**config.mk**
```make
export PLATFORM = sky130hd
export DESIGN_NAME = seq_scan_arbiter
export DESIGN_NICKNAME = d
export VERILOG_FILES = /design/src/rtl/seq_scan_arbiter.sv
export SDC_FILE = /design/constraint.sdc
export NUM_CORES = 1
export LEC_CHECK = 0
export CAP_MARGIN = 10
export CORE_AREA = 2 2 77 79
export CTS_BUF_LIST = sky130_fd_sc_hd__clkbuf_8 sky130_fd_sc_hd__clkbuf_16
export DETAILED_ROUTE_END_ITERATION = 8
export DIE_AREA = 0 0 79 81
export GPL_ROUTABILITY_DRIVEN = 0
export MAX_ROUTING_LAYER = met4
export PLACE_DENSITY = 0.92
export REMOVE_ABC_BUFFERS = 1
export SYNTH_ARGS = -nofsm -noshare
export SYNTH_HDL_FRONTEND = slang
export SYNTH_SLANG_ARGS = --single-unit
```
**constraint.sdc**
```tcl
create_clock -name clk -period 6.1 [get_ports clk]
set_clock_uncertainty 0.15 [all_clocks]
set_input_delay 1.22 -clock clk [delete_from_list [all_inputs] [get_ports clk]]
set_output_delay 1.22 -clock clk [all_outputs]
set_load 0.05 [all_outputs]
```
**src/rtl/seq_scan_arbiter.sv**
```systemverilog
// Round-robin arbiter sharing one serial, non-overlapping pattern detector.
// The granted channel's word is shifted MSB-first through a 4-bit window.
// Non-overlapping matches are counted, and the count is reported with a
// done pulse tagged by the channel ID.
module seq_scan_arbiter #(
  parameter int           NCH   = 4,
  parameter int           IDW   = 2,
  parameter int           WIDTH = 16,
  parameter logic [3:0]   PAT   = 4'b1011,
  parameter int           CNTW  = 5
) (
  input  logic                   clk,
  input  logic                   rst_n,
  input  logic [NCH-1:0]         req,
  input  logic [NCH*WIDTH-1:0]   data,
  output logic [NCH-1:0]         gnt,
  output logic                   busy,
  output logic                   found,
  output logic                   done,
  output logic [IDW-1:0]         done_id,
  output logic [CNTW-1:0]        match_cnt
);

  localparam int BCW = $clog2(WIDTH);
  localparam logic [CNTW-1:0] CNT_MAX = {CNTW{1'b1}};
  localparam logic [CNTW-1:0] CNT_ONE = {{(CNTW-1){1'b0}}, 1'b1};

  typedef enum logic [1:0] {
    S_IDLE  = 2'd0,
    S_SHIFT = 2'd1,
    S_DONE  = 2'd2
  } state_t;

  state_t            r_state;
  state_t            w_state_nxt;
  logic [IDW-1:0]    r_ptr;
  logic [WIDTH-1:0]  r_shreg;
  logic [BCW-1:0]    r_bitcnt;
  logic [3:0]        r_win;
  logic [2:0]        r_fill;
  logic [CNTW-1:0]   r_cnt;

  logic              w_win_vld;
  logic [IDW-1:0]    w_win_id;
  logic [IDW-1:0]    w_cand;
  logic [WIDTH-1:0]  w_word;
  logic [NCH-1:0]    w_onehot;
  logic              w_bit;
  logic [3:0]        w_win_nxt;
  logic [2:0]        w_fill_nxt;
  logic              w_match;
  logic              w_last;

  // Round-robin pick: the nearest requester above the last-served channel wins.
  // Scanning from the farthest offset down means the nearest one is assigned last.
  always_comb begin
    w_win_vld = 1'b0;
    w_win_id  = {IDW{1'b0}};
    w_cand    = {IDW{1'b0}};
    for (int k = NCH; k >= 1; k--) begin
      w_cand = r_ptr + IDW'(k);
      if (req[w_cand]) begin
        w_win_vld = 1'b1;
        w_win_id  = w_cand;
      end else begin
        w_win_vld = w_win_vld;
        w_win_id  = w_win_id;
      end
    end
  end

  // Select the winner's word and build its one-hot grant.
  always_comb begin
    w_word   = {WIDTH{1'b0}};
    w_onehot = {{(NCH-1){1'b0}}, 1'b1} << w_win_id;
    for (int i = 0; i < NCH; i++) begin
      if (w_win_id == IDW'(i)) begin
        w_word = data[i*WIDTH +: WIDTH];
      end else begin
        w_word = w_word;
      end
    end
  end

  // Detector window update for the bit leaving the shift register this cycle.
  always_comb begin
    w_bit      = r_shreg[WIDTH-1];
    w_win_nxt  = {r_win[2:0], w_bit};
    w_fill_nxt = (r_fill == 3'd4) ? 3'd4 : (r_fill + 3'd1);
    w_match    = (w_fill_nxt == 3'd4) && (w_win_nxt == PAT);
    w_last     = (r_bitcnt == BCW'(WIDTH-1));
  end

  // Controller next-state logic.
  always_comb begin
    w_state_nxt = r_state;
    case (r_state)
      S_IDLE: begin
        if (w_win_vld) begin
          w_state_nxt = S_SHIFT;
        end else begin
          w_state_nxt = S_IDLE;
        end
      end
      S_SHIFT: begin
        if (w_last) begin
          w_state_nxt = S_DONE;
        end else begin
          w_state_nxt = S_SHIFT;
        end
      end
      S_DONE:  w_state_nxt = S_IDLE;
      default: w_state_nxt = S_IDLE;
    endcase
  end

  // Controller state register.
  always_ff @(posedge clk or negedge rst_n) begin
    if (!rst_n) begin
      r_state <= S_IDLE;
    end else begin
      r_state <= w_state_nxt;
    end
  end

  // Datapath and registered outputs: grant capture, serial scan, result report.
  always_ff @(posedge clk or negedge rst_n) begin
    if (!rst_n) begin
      r_ptr     <= IDW'(NCH-1);
      r_shreg   <= {WIDTH{1'b0}};
      r_bitcnt  <= {BCW{1'b0}};
      r_win     <= 4'b0000;
      r_fill    <= 3'd0;
      r_cnt     <= {CNTW{1'b0}};
      gnt       <= {NCH{1'b0}};
      busy      <= 1'b0;
      found     <= 1'b0;
      done      <= 1'b0;
      done_id   <= {IDW{1'b0}};
      match_cnt <= {CNTW{1'b0}};
    end else begin
      found <= 1'b0;
      done  <= 1'b0;
      case (r_state)
        S_IDLE: begin
          if (w_win_vld) begin
            gnt      <= w_onehot;
            busy     <= 1'b1;
            r_shreg  <= w_word;
            r_bitcnt <= {BCW{1'b0}};
            r_win    <= 4'b0000;
            r_fill   <= 3'd0;
            r_cnt    <= {CNTW{1'b0}};
            r_ptr    <= w_win_id;
          end
        end
        S_SHIFT: begin
          r_shreg  <= {r_shreg[WIDTH-2:0], 1'b0};
          r_bitcnt <= r_bitcnt + {{(BCW-1){1'b0}}, 1'b1};
          r_win    <= w_win_nxt;
          if (w_match) begin
            // Emptying the window makes matches non-overlapping.
            found  <= 1'b1;
            r_fill <= 3'd0;
            if (r_cnt != CNT_MAX) begin
              r_cnt <= r_cnt + CNT_ONE;
            end
          end else begin
            r_fill <= w_fill_nxt;
          end
        end
        S_DONE: begin
          done      <= 1'b1;
          done_id   <= r_ptr;
          match_cnt <= r_cnt;
          gnt       <= {NCH{1'b0}};
          busy      <= 1'b0;
        end
        default: begin
          gnt  <= {NCH{1'b0}};
          busy <= 1'b0;
        end
      endcase
    end
  end

endmodule

```
# ---- After elaboration in Yosys (flattened, before gate mapping)
# Index checks and enable logic that the tools add are counted.
dict set report word_totals {
  ff_bits 49
  latch_bits 0
  ramBits 0
  rom_bits 0
  inputBits 70
  elab_cells 89
  n_memories 0
}
dict set report classes {
  n_addsub 6
  mul 0
  n_div 0
  n_lt_le_gt_ge 4
  eq_ne 13
  n_shift 1
  n_mux 43
  bitwise_logic 1
  reduce_logical 8
}
# cell count
set op_table {}
lappend op_table {{2-to-1 mux 16 bit} 5}
lappend op_table {{one-hot mux 16 bit (2 select lines)} 1}
lappend op_table {{one-hot mux 4 bit (2 select lines)} 2}
lappend op_table {{2-to-1 mux 5 bit} 3}
lappend op_table {{2-to-1 mux 1 bit} 13}
lappend op_table {{< comparator 2 x 3 -> 1 bit, second input constant} 4}
lappend op_table {{one-hot mux 3 bit (2 select lines)} 2}
lappend op_table {{2-to-1 mux 2 bit} 5}
lappend op_table {{one-hot mux 5 bit (2 select lines)} 1}
lappend op_table {{2-to-1 mux 3 bit} 3}
lappend op_table {{binary-select mux 1 bit (select 2 bit)} 4}
lappend op_table {{equality test 4 bit, second input constant} 2}
lappend op_table {{2-to-1 mux 4 bit} 2}
lappend op_table {{equality test 2 bit, second input constant} 3}
lappend op_table {{equality test 3 bit, second input constant} 2}
lappend op_table {{!= test 2 bit, second input constant} 3}
lappend op_table {{AND reduction 2 bit} 3}
lappend op_table {{adder 5 x 1 -> 5 bit, second input constant} 1}
lappend op_table {{!= test 5 bit, second input constant} 1}
lappend op_table {{adder 2 bit, second input constant} 2}
lappend op_table {{adder 4 x 1 -> 4 bit, second input constant} 1}
lappend op_table {{equality test 2 x 1 -> 1 bit, second input constant} 2}
lappend op_table {{zero test 2 bit} 2}
lappend op_table {{one-hot mux 2 bit (2 select lines)} 1}
lappend op_table {{8 further kinds} 8}

# ---- Longest topological paths before layout
dict set report logic_depth {
  ltp_word 13
  mapped_depth 7
  depth_no_buf 7
}

# ---- Worst setup path before layout
# No wires, ideal clock.
dict set report synth_timing {
  kind {input to register}
  from {input req[0]}
  to {register r_shreg[10]}
  t_arrival_ns 2.396
  required_time_ns 5.803
  setup_slack_ns 3.408
  stages 6
  cell_sequence {nor4_4 or3_1 buf_4 nor2_2 a222oi_1 o221ai_1}
}
dict set report synth_via {
  elab_chain_len 13
}
# item line_no
set synth_rtl {}
lappend synth_rtl {{start: declaration} 14} ;# input logic [NCH-1:0] req,
lappend synth_rtl {{binary-select mux 1 bit (select 2 bit)} 62} ;# if (req[w_cand]) begin
lappend synth_rtl {{2-to-1 mux 1 bit (not written as such)} 62}
lappend synth_rtl {{2-to-1 mux 2 bit (4 in series)} 62}
lappend synth_rtl {{zero test 2 bit} 77} ;# if (w_win_id == IDW'(i)) begin
lappend synth_rtl {{2-to-1 mux 16 bit (4 in series)} 77}
lappend synth_rtl {{2-to-1 mux 16 bit} 146} ;# if (w_win_vld) begin
lappend synth_rtl {{one-hot mux 16 bit (2 select lines)} 144} ;# case (r_state)
lappend synth_rtl {{end signal: assignment} 130} ;# r_shreg <= {WIDTH{1'b0}};
lappend synth_rtl {{end signal: assignment} 149} ;# r_shreg <= w_word;
lappend synth_rtl {{end signal: assignment} 158} ;# r_shreg <= {r_shreg[WIDTH-2:0], 1'b0};
lappend synth_rtl {{end: declaration} 37} ;# logic [WIDTH-1:0] r_shreg;
# Several ways; a longest one is shown, not always the timed one. The select of a mux whose other input is x is not followed.
# A chain may end at the register's enable or synchronous reset.

# ---- Worst setup path after layout
dict set report layout_timing {
  from {input req[3]}
  to {register r_shreg[15]}
}
# Same word-level chain as after synthesis.

==> metrics.csv <==
stage,metric,value,unit
place,placed_area,3630,um^2
critical_path,slowest_stage,clkdlybuf4s50_1,
power_and_ir_drop,power_leakage,1.61,nW
timing,tightest_slew,1.05,ns
critical_path,cp_num_buf_inv,1,
critical_path,crit_arrival,3.85,ns
grt,grt_overflow_total,0,
timing,fmax,264,MHz
route,drc,0,
layout,register_area,1230,um^2
route,firstDrtPassIters,7,
die,die_h,81,um
synthesis,ys_seq_elements,49,
timing,hold_viol,0,
die,rows,28,
clock_network,cts_root_buffer,clkbuf_8,
route,drtIter0Drc,224,
clock_network,clock_path_buffers,2,
min_path,worstHoldPathCells,2,
layout,final_area,3730,um^2
clock_network,cts_resized,0,
synthesis,syn_inst,271,
place,hpwl,5240,um
critical_path,critPathLaunchType,input port,
flow_run,maxCapViolCount,0,
clock_network,worstSkewPairLatency,0.31,ns
clock_network,post-cts-setup-buffers,0,
synthesis,netlist_area,2790,um^2
layout,final_net_count,422,
route,routed.top_layer,met4,
power_and_ir_drop,p_seq_share,38.1,%
grt,antenna_found_initial,0,
route,wl_met3,325,um
synthesis,synthFlopType,dfrtp_1,
power_and_ir_drop,p_per_area,375,nW/um^2
synthesis,async_flop_share,100,%
route,wl_met1,2870,um
clock_network,cts.sink_count,49,
grt,grt_util_all_layers,23.4,%
timing,grt_setup_unrepaired,false,
min_path,hp-start,done_id[0],
critical_path,path_class,in -> reg,
critical_path,reg2reg_depth,5,
power_and_ir_drop,p_sw,587,uW
place,portBuffers,83,
die,die_area,6400,um^2
die,die_w,79,um
critical_path,r2r_slack,3.31,ns
critical_path,path_max_fanout,17,
power_and_ir_drop,p_clk_share,14.4,%
layout,diodes,0,
clock_network,h-tree-depth,2,
clock_network,cts_tree,done,
route,route.met2.wl,3720,um
synthesis,synth_edf_count,0,
synthesis,ys_seq_area_share,44.0,%
clock_network,cts-hold-fix-buffers,0,
die,ioPinCount,84,
route,wl_per_cell,16.7,um
critical_path,path_cells,clkdlybuf4s50_1 > and2_1 > o32ai_4 > or2_1 > nand3b_1 > o221ai_1,
die,core-area,5680,um^2
layout,multiInputGateArea,1400,um^2
route,antenna_left,0,
timing,maxSlewViolCount,0,
timing,period_share,62.2,%
power_and_ir_drop,combPwrFrac,47.5,%
min_path,hp-class,reg -> reg,
clock_network,cts_buffers,5,
critical_path,cpPeakStageDelay,0.57,ns
layout,drive_above_1_share,10.1,%
power_and_ir_drop,p_sw_share,42.0,%
synthesis,syn_avg_cell_area,10.3,um^2
route,vias_per_cell,6.05,
critical_path,crit_required,6.16,ns
grt,grt_max_degree,50,
min_path,holdPathEnd,done_id[0],
route,wirelength,7080,um
timing,slew_headroom,29.8,%
outcome,status,"complete, no violations",
critical_path,crit_family,simple AND/OR/NAND/NOR gates,
layout,n_fill_cell,446,
die,initial_core_util,49.2,%
timing,finalSetupViolCount,0,
power_and_ir_drop,p_int,810,uW
critical_path,end_kind,flip-flop,
timing,tns,0,ns
power_and_ir_drop,vdd_drop_max,0.221,mV
clock_network,clkTransAtPathRegs,0.09,ns
synthesis,yosysUniqueCellTypes,56,
grt,grt_pass1_vias,2432,
layout,area_delta_synth_final,33.6,%
timing,finalCriticalPeriod,3.79,ns
critical_path,timing.rr.end,r_shreg[15],
critical_path,r2r-start,r_ptr[1],
grt,grt_pass1_wl,11300,um
route,routed-via-count,2558,
synthesis,yosys_warnings,0,
layout,finish.utilization,65.7,%
## cell type report
cell class                      count  area share [%]
Timing Repair Buffer               85            22.6
Inverter                           19            1.91
Clock inverter                      3           0.671
Tap cell                           75            2.52
Sequential cell                    49            33.0
Clock buffer                        5            1.85
Multi-Input combinational cell    187            37.6
## per-stage QoR
| stage | setup slack (ns) | total power [mW] | cells | hold WS (ns) |
|---|---|---|---|---|
| after floorplan | 3.15 | 0.973 | 255 | 0.316 |
| after global placement | 2.16 | 1.16 | 415 | 0.316 |
| after detailed placement | 2.00 | 1.20 | 415 | 0.338 |
| after CTS | 2.32 | 1.40 | 423 | 0.360 |
| after global routing | 2.08 | 1.49 | 423 | 0.377 |
| final | 2.31 | 1.40 | 423 | 0.351 |
## routing by layer
metal | track usage, % | vias up
li1 | - | 1176
met1 | 28.5 | 1259
met5 | - | -
met2 | 39.7 | 106
met3 | 3.33 | 17
met4 | 9.31 | 0
## power by group through the flow
stage	combinational (mW)	clock [mW]	sequential, mW
after floorplan	0.381	0	0.593
after global placement	0.632	0	0.529
after detailed placement	0.662	0	0.535
after CTS	0.664	0.202	0.530
after global routing	0.727	0.218	0.545
final	0.663	0.201	0.533
## placed cells by master, fill, tap and decap left out, types with 3 or more instances in the layout
cell              n
clkdlybuf4s50_1  82
dfrtp_1          47
inv_1            17
o21ai_1          15
o21ai_0          14
o221ai_1         14
mux2i_1          14
nand2_1          12
o21bai_1         12
a21oi_1          10
mux2_2           10
nor2_1            9
nand3_1           7
a222oi_1          7
a22oi_1           6
a22o_1            6
ha_1              5
clkbuf_8          5
nor2b_1           4
and3_1            3
## cell usage after synthesis, drive strengths merged, types with 4 or more instances
cell type | n | area (um^2)
clkbuf | 6 | 22.5
mux2 | 10 | 113
o221ai | 14 | 123
a22o | 8 | 72.6
dfrtp | 47 | 1180
o21ai | 30 | 154
nand2 | 12 | 45.0
a21oi | 11 | 58.8
ha | 5 | 62.6
a22oi | 6 | 45.0
nor2b | 4 | 25.0
buf | 10 | 67.6
mux2i | 14 | 140
nand3 | 7 | 35.0
nor2 | 10 | 40.0
o21bai | 12 | 90.1
inv | 18 | 67.6
a222oi | 7 | 70.1
## how the worst max path moves through the flow
stage	from	to	slack, ns	depth (start not counted)
after floorplan	req[3]	r_shreg[10]	3.15	5
after global placement	req[3]	r_shreg[15]	2.16	6
after detailed placement	req[3]	r_shreg[11]	2.00	6
after CTS	req[3]	r_shreg[15]	2.32	6
after global routing	req[3]	r_shreg[12]	2.08	6
final	req[3]	r_shreg[15]	2.31	6
## kinds of logic (layout without fill, tap and decap cells)
| group | count (synthesis) | count (layout) | synth area share, % |
|---|---|---|---|
| AO/OA/AOI/OAI | 101 | 101 | 26.5 |
| buffers and inverters | 35 | 112 | 5.78 |
| adder cells (fa/ha/maj) | 5 | 5 | 2.24 |
| multiplexers | 24 | 24 | 9.06 |
| flip-flops | 49 | 49 | 44.0 |
| XOR/XNOR | 3 | 3 | 0.942 |
| AND/OR/NAND/NOR | 54 | 54 | 11.4 |
## worst min-delay path, stage by stage (launching register included)
cell,delay (ns)
dfrtp_1,0.36
nand2_1,0.05
o21ai_0,0.06
## state kept, by name, indices dropped and copies added (netlist names)
register / cells
r_bitcnt: 4
r_state: 2
gnt: 4
r_cnt: 5
match_cnt: 5
r_ptr: 2
busy: 1
r_fill: 3
done: 1
found: 1
r_win: 3
done_id: 2
r_shreg: 16
Power figures use the tool's default switching activity.
